--- src/rtl/mem_arb_pkg.sv ---
// Shared types for the fetch/data memory arbiter.
package mem_arb_pkg;

    typedef enum logic {
        ARB_IDLE = 1'b0,
        ARB_BUSY = 1'b1
    } arb_state_t;

    typedef enum logic {
        OWN_IF = 1'b0,
        OWN_DM = 1'b1
    } arb_owner_t;

    localparam logic [3:0] BYTE_EN_ALL = 4'b1111;

endpackage

--- src/rtl/mem_arbiter.sv ---
// Fixed-priority arbiter sharing one fixed-latency memory between fetch
// and the data memory stage; data always wins over fetch.
module mem_arbiter
    import mem_arb_pkg::*;
#(
    parameter int DATA_WIDTH  = 32,
    parameter int ADDR_WIDTH  = 32,
    parameter int MEM_LATENCY = 2
) (
    input  logic                  clk,
    input  logic                  rst,
    input  logic                  if_req_i,
    input  logic [ADDR_WIDTH-1:0] if_addr_i,
    output logic [DATA_WIDTH-1:0] if_rdata_o,
    output logic                  if_ack_o,
    input  logic                  dm_req_i,
    input  logic                  dm_wr_en_i,
    input  logic [3:0]            dm_byte_en_i,
    input  logic [ADDR_WIDTH-1:0] dm_addr_i,
    input  logic [DATA_WIDTH-1:0] dm_wr_data_i,
    output logic [DATA_WIDTH-1:0] dm_rdata_o,
    output logic                  dm_ack_o,
    output logic                  mem_en_o,
    output logic                  mem_wr_en_o,
    output logic [3:0]            mem_byte_en_o,
    output logic [ADDR_WIDTH-1:0] mem_addr_o,
    output logic [DATA_WIDTH-1:0] mem_wr_data_o,
    input  logic [DATA_WIDTH-1:0] mem_rdata_i,
    output logic                  stall_f_o,
    output logic                  stall_m_o
);

    localparam int CNT_W = $clog2(MEM_LATENCY + 1);

    arb_state_t       state;
    arb_owner_t       owner;
    logic [CNT_W-1:0] cnt;
    logic             wr_q;
    logic             dm_elig;
    logic             if_elig;

    // A requester still holds req during its own ack cycle, so mask it there.
    assign dm_elig   = dm_req_i & ~dm_ack_o;
    assign if_elig   = if_req_i & ~if_ack_o;
    assign stall_f_o = if_req_i & ~if_ack_o;
    assign stall_m_o = dm_req_i & ~dm_ack_o;

    always_ff @(posedge clk) begin
        if (rst) begin
            state         <= ARB_IDLE;
            owner         <= OWN_IF;
            cnt           <= '0;
            wr_q          <= 1'b0;
            if_ack_o      <= 1'b0;
            dm_ack_o      <= 1'b0;
            if_rdata_o    <= '0;
            dm_rdata_o    <= '0;
            mem_en_o      <= 1'b0;
            mem_wr_en_o   <= 1'b0;
            mem_byte_en_o <= '0;
            mem_addr_o    <= '0;
            mem_wr_data_o <= '0;
        end else begin
            if_ack_o    <= 1'b0;
            dm_ack_o    <= 1'b0;
            mem_en_o    <= 1'b0;
            mem_wr_en_o <= 1'b0;
            case (state)
                ARB_IDLE: begin
                    if (dm_elig) begin
                        state         <= ARB_BUSY;
                        owner         <= OWN_DM;
                        cnt           <= CNT_W'(MEM_LATENCY);
                        wr_q          <= dm_wr_en_i;
                        mem_en_o      <= 1'b1;
                        mem_wr_en_o   <= dm_wr_en_i;
                        mem_byte_en_o <= dm_byte_en_i;
                        mem_addr_o    <= dm_addr_i;
                        mem_wr_data_o <= dm_wr_data_i;
                    end else if (if_elig) begin
                        state         <= ARB_BUSY;
                        owner         <= OWN_IF;
                        cnt           <= CNT_W'(MEM_LATENCY);
                        wr_q          <= 1'b0;
                        mem_en_o      <= 1'b1;
                        mem_byte_en_o <= BYTE_EN_ALL;
                        mem_addr_o    <= if_addr_i;
                        mem_wr_data_o <= '0;
                    end
                end
                ARB_BUSY: begin
                    // Counter reaches zero in the cycle the memory data is valid.
                    if (cnt == '0) begin
                        state <= ARB_IDLE;
                        if (owner == OWN_DM) begin
                            dm_ack_o <= 1'b1;
                            if (!wr_q) begin
                                dm_rdata_o <= mem_rdata_i;
                            end
                        end else begin
                            if_ack_o   <= 1'b1;
                            if_rdata_o <= mem_rdata_i;
                        end
                    end else begin
                        cnt <= cnt - CNT_W'(1);
                    end
                end
                default: state <= ARB_IDLE;
            endcase
        end
    end

endmodule

--- config.mk ---
export PLATFORM = sky130hd
export DESIGN_NAME = mem_arbiter
export DESIGN_NICKNAME = d
export VERILOG_FILES = /design/src/rtl/mem_arb_pkg.sv /design/src/rtl/mem_arbiter.sv
export SDC_FILE = /design/constraint.sdc
export NUM_CORES = 1
export LEC_CHECK = 0
export CAP_MARGIN = 20
export CORE_UTILIZATION = 35
export DETAILED_ROUTE_END_ITERATION = 12
export PLACE_DENSITY = 0.76
export SLEW_MARGIN = 20
export SYNTH_ARGS = -nofsm -noshare
export SYNTH_HDL_FRONTEND = slang
export SYNTH_SLANG_ARGS = --single-unit
--- constraint.sdc ---
create_clock -name clk -period 1.3 [get_ports clk]
set_input_delay 0.13 -clock clk [delete_from_list [all_inputs] [get_ports clk]]
set_output_delay 0.13 -clock clk [all_outputs]
set_load 0.05 [all_outputs]
==> impl.org <==
** Status
- The run finished, with violations left.
- Failing checks :: negative setup slack

** GRT
- Initial antenna violation count :: 0
- Entering global routing, the biggest net connects 66 pins.
- The first global-routing pass estimated 26,200 um of wire.
- Number of global-route vias before repair :: between 5,000 and 6,000
- Final global-route overflow total :: 0
- In the global route stage, overall resource usage came out at 22.7%.

** Route
- Via total after detailed routing :: 5,278
- Average wire per standard cell :: 18.3 um
- In the routed design, unresolved DRC markers number 0.
- Per-cell via count in the routed design :: about 5.1
- The first detailed-routing pass took 5 iterations.
- Final Routed Wirelength :: 18,900 um
- Number of antenna-violating nets in the routed design :: 0
- 1st-iter DRT viols :: 315

** Timing
- Achievable frequency :: about 0.73 GHz
- Post-layout worst setup margin :: -0.0727 ns
- At the pin with the least slew margin, the transition time is between 0.7 and 0.8 ns.
- Final worst path period need :: ~1.4 ns
- Final clock period utilization by the worst path :: 106%
- Count of final max-slew check failures :: 0
- In this run the tightest slew margin relative to its limit is between 40 and 50%.
- Setup violations remaining at the end of the flow were counted as 81.
- Across all hold checks on the routed design, the worst slack comes to between 0.06 and 0.07 ns.
- Setup clock skew after layout :: about 0.008 ns
- Setup repair after global routing could not meet its margin everywhere.
- Final count of hold timing violations :: 0

** Worst setup path
- Data arrives at the worst endpoint at 1.70 ns.
- Along the worst path, the maximum fanout reaches 8.
- Nature of the critical path startpoint :: flip-flop
- The worst setup path is captured at a flip-flop.
- Worst R2R Path Depth :: 7
- Critical setup path kind :: flip-flop to flip-flop
- Required time reported for the critical path endpoint :: approximately 1.6 ns

** Die
- Die width :: about 120 um
- For this configuration, the core starts out at a cell density of 35.7%.
- Core region area :: ~0.014 mm^2
- Area of the die :: between 0.015 and 0.02 mm^2
- Placement Rows :: 44
- The die is 124 um tall.
- Top-level I/O count :: about 280

** Pwr
- Leakage component of the power :: roughly 0.0043 uW
- Power spread over the standard cell area amounts to 1270 mW/mm^2.
- Peak VDD IR :: between 1 and 1.5 mV

** Synth
- After synthesis, the largest family of logic cells by area is compound AO/OA/AOI/OAI gates.
- Mean instance size in the synthesized netlist :: roughly 9.5 um^2
- Summing the areas of all xor and xnor instances in the mapped netlist gives 0% of the synthesized area.
- Measured against the total synthesized area, the mux share comes to ~6.4%.
- By count the netlist is led by sky130_fd_sc_hd__nand2_1 (162), sky130_fd_sc_hd__dfxtp_1 (141), sky130_fd_sc_hd__a21oi_1 (66), sky130_fd_sc_hd__a32o_1 (33).
- Cells after synthesis :: between 500 and 600
- The share of the Yosys chip area taken by registers is a little over half.
- The Yosys step of the flow raised 0 warnings.
- Among all flip-flop cells after synthesis, the most frequent one is sky130_fd_sc_hd__dfxtp_1.
- Proportion of register bits with asynchronous set or reset after synthesis :: 0%
- Yosys instantiated no cell more often than sky130_fd_sc_hd__nand2_1.
- Number of synthesized flops with an enable pin :: 0
- Proportion of netlist area held by the largest area contributor :: 54.6%
- After Yosys synthesis, full adders, half adders and majority gates account for 0.242% of the synthesized area.
- Summing the areas of all compound-gate instances in the mapped netlist gives 18.9% of the synthesized area.
- The mapped netlist covers 0.00517 mm^2.
- Synthesis inferred 141 register bits.
- Cell type contributing the most total cell area after synthesis :: sky130_fd_sc_hd__dfxtp_1
- Syn nets :: ~700
- The netlist uses 36 different library cells.
- Ranking of synthesized cells by area :: sky130_fd_sc_hd__dfxtp_1 (55%), sky130_fd_sc_hd__nand2_1 (12%), sky130_fd_sc_hd__a21oi_1 (6.4%)
- Of the total synthesized cell area, the portion taken by AND, OR, NAND and NOR gates is between 10 and 15%.

** Job
- Max-cap violations in this run came to 0.

** Place
- Input and output buffers added on the ports amount to between 200 and 300.
- The wire-length estimate of the detail-placed layout is about 12,000 um.
- RePlAce Congestion :: a little over 0.8
- Total placed cells including tap cells :: between 900 and 1,000

** Final layout
- 0 antenna diodes ended up in the layout.
- Filler Cell Count :: a little over 900
- In the final layout, the multi-input gates occupy roughly 0.0024 mm^2.
- Sequential Area :: between 0.002 and 0.003 mm^2
- Cells with a size suffix above 1 make up 36.5% of the layout.
- Count of placed standard cells in the final layout, fillers left out :: 1,034
- Relative area change from synthesis to final layout :: 112%
- Number of nets in the layout :: between 900 and 1,000

** CTS
- In this run the deepest clock path goes through 2 buffers.
- TritonCTS built the clock tree.
- CTS placed an instance of sky130_fd_sc_hd__clkbuf_16 at the clock tree root.
- Clock edge transition at the registers on the reported setup and hold paths :: roughly 0.06 ns
- Counting the buffers created by CTS gives 17.
- CTS H-tree depth :: 4
- TritonCTS sink count :: between 100 and 150
- Insertion delay to the later sink of the worst-skew pair :: 0.41 ns

** Worst hold path
- Worst Hold Depth :: 3
- The tightest min-delay check is of the primary input to flip-flop type.
-- cell families after synthesis --
group	Yosys count
AND/OR/NAND/NOR	175
flip-flops	141
AO/OA/AOI/OAI	141
adder cells (fa/ha/maj)	1
multiplexers	33
buffers and inverters	53
-- final timing paths --
| kind | start | end | slack [ns] |
|---|---|---|---|
| worst min-delay path | rst | cnt[1]$_SDFFE_PP0P_ | 0.07 |
| worst max register to register | cnt[1]$_SDFFE_PP0P_ | dm_rdata_o[16]$_SDFFE_PP0P_ | -0.07 |
| worst min register to register | dm_rdata_o[10]$_SDFFE_PP0P_ | dm_rdata_o[10]$_SDFFE_PP0P_ | 0.49 |
| worst max-delay path | cnt[1]$_SDFFE_PP0P_ | dm_rdata_o[16]$_SDFFE_PP0P_ | -0.07 |
-- through the flow --
stage	util, %	power (uW)	cell area, um^2	worst slack, ns	TNS [ns]
2_1_floorplan	-	6700	5220	-0.0543	-2.94
5_1_grt	75.5	14400	10900	-0.145	-9.91
3_3_place_gp	66.3	8720	9600	-0.231	-13.72
6_report	75.5	13900	10900	-0.0727	-2.55
4_1_cts	72.9	13900	10600	-0.0675	-1.37
3_5_place_dp	66.3	8780	9600	-0.247	-15.28
-- power by group --
part / internal (uW) / switching (uW)
Clock: 3130 / 1800
Sequential: 4630 / 332
Combinational: 2030 / 1990
-- placed cells by master, fill, tap and decap left out, types with 26 or more instances in the layout --
| cell | synthesis | layout |
|---|---|---|
| sky130_fd_sc_hd__buf_12 | 1 | 150 |
| sky130_fd_sc_hd__dfxtp_1 | 141 | 136 |
| sky130_fd_sc_hd__clkdlybuf4s50_1 | 0 | 135 |
| sky130_fd_sc_hd__nand2_1 | 162 | 109 |
| sky130_fd_sc_hd__a21oi_1 | 66 | 55 |
| sky130_fd_sc_hd__a32o_1 | 33 | 32 |
| sky130_fd_sc_hd__o22ai_1 | 32 | 31 |
| sky130_fd_sc_hd__mux2i_1 | 32 | 30 |
| sky130_fd_sc_hd__nand2_4 | 0 | 27 |
| sky130_fd_sc_hd__nand2_2 | 0 | 26 |
-- cell type report --
| type | instances | share of cell area, % |
|---|---|---|
| well taps | 184 | 2.10 |
| flip-flops and latches | 141 | 25.9 |
| clock inverters | 9 | 0.972 |
| clock buffers | 23 | 4.64 |
| repair buffers | 320 | 43.9 |
| inverters | 7 | 0.435 |
| multi-input cells | 350 | 22.0 |
-- worst max-delay path, stage by stage (launching register included) --
cell and delay [ns]:
sky130_fd_sc_hd__dfxtp_2 0.31, sky130_fd_sc_hd__inv_2 0.07, sky130_fd_sc_hd__ha_4 0.14, sky130_fd_sc_hd__and4b_2 0.26
sky130_fd_sc_hd__buf_6 0.13, sky130_fd_sc_hd__buf_12 0.16, sky130_fd_sc_hd__nand2_4 0.07, sky130_fd_sc_hd__a21oi_2 0.14
-- what timing repair did --
action / 4_1_cts / 5_1_grt
resized for setup: 61 / 59
setup buffers: 13 / 2
cloned: 3 / 6
pin swaps: 53 / 29
endpoints found under the setup margin: 47 / 137
hold buffers: 0 / 0
-- layer usage --
layer	vias up	routed length [um]	GRT usage, %
met1	2523	7420	26.3
met2	228	9630	38.3
met4	0	393	9.86
met5	-	0	0
li1	2492	-	-
met3	35	1430	7.24
-- sequential cells by signal, indices dropped and copies added, names as in the netlist, 2 cells and up --
name	count
mem_wr_data_o	32
mem_byte_en_o	4
cnt	2
mem_addr_o	32
dm_rdata_o	32
if_rdata_o	32
Note: power is estimated with default switching activity, not from simulation.
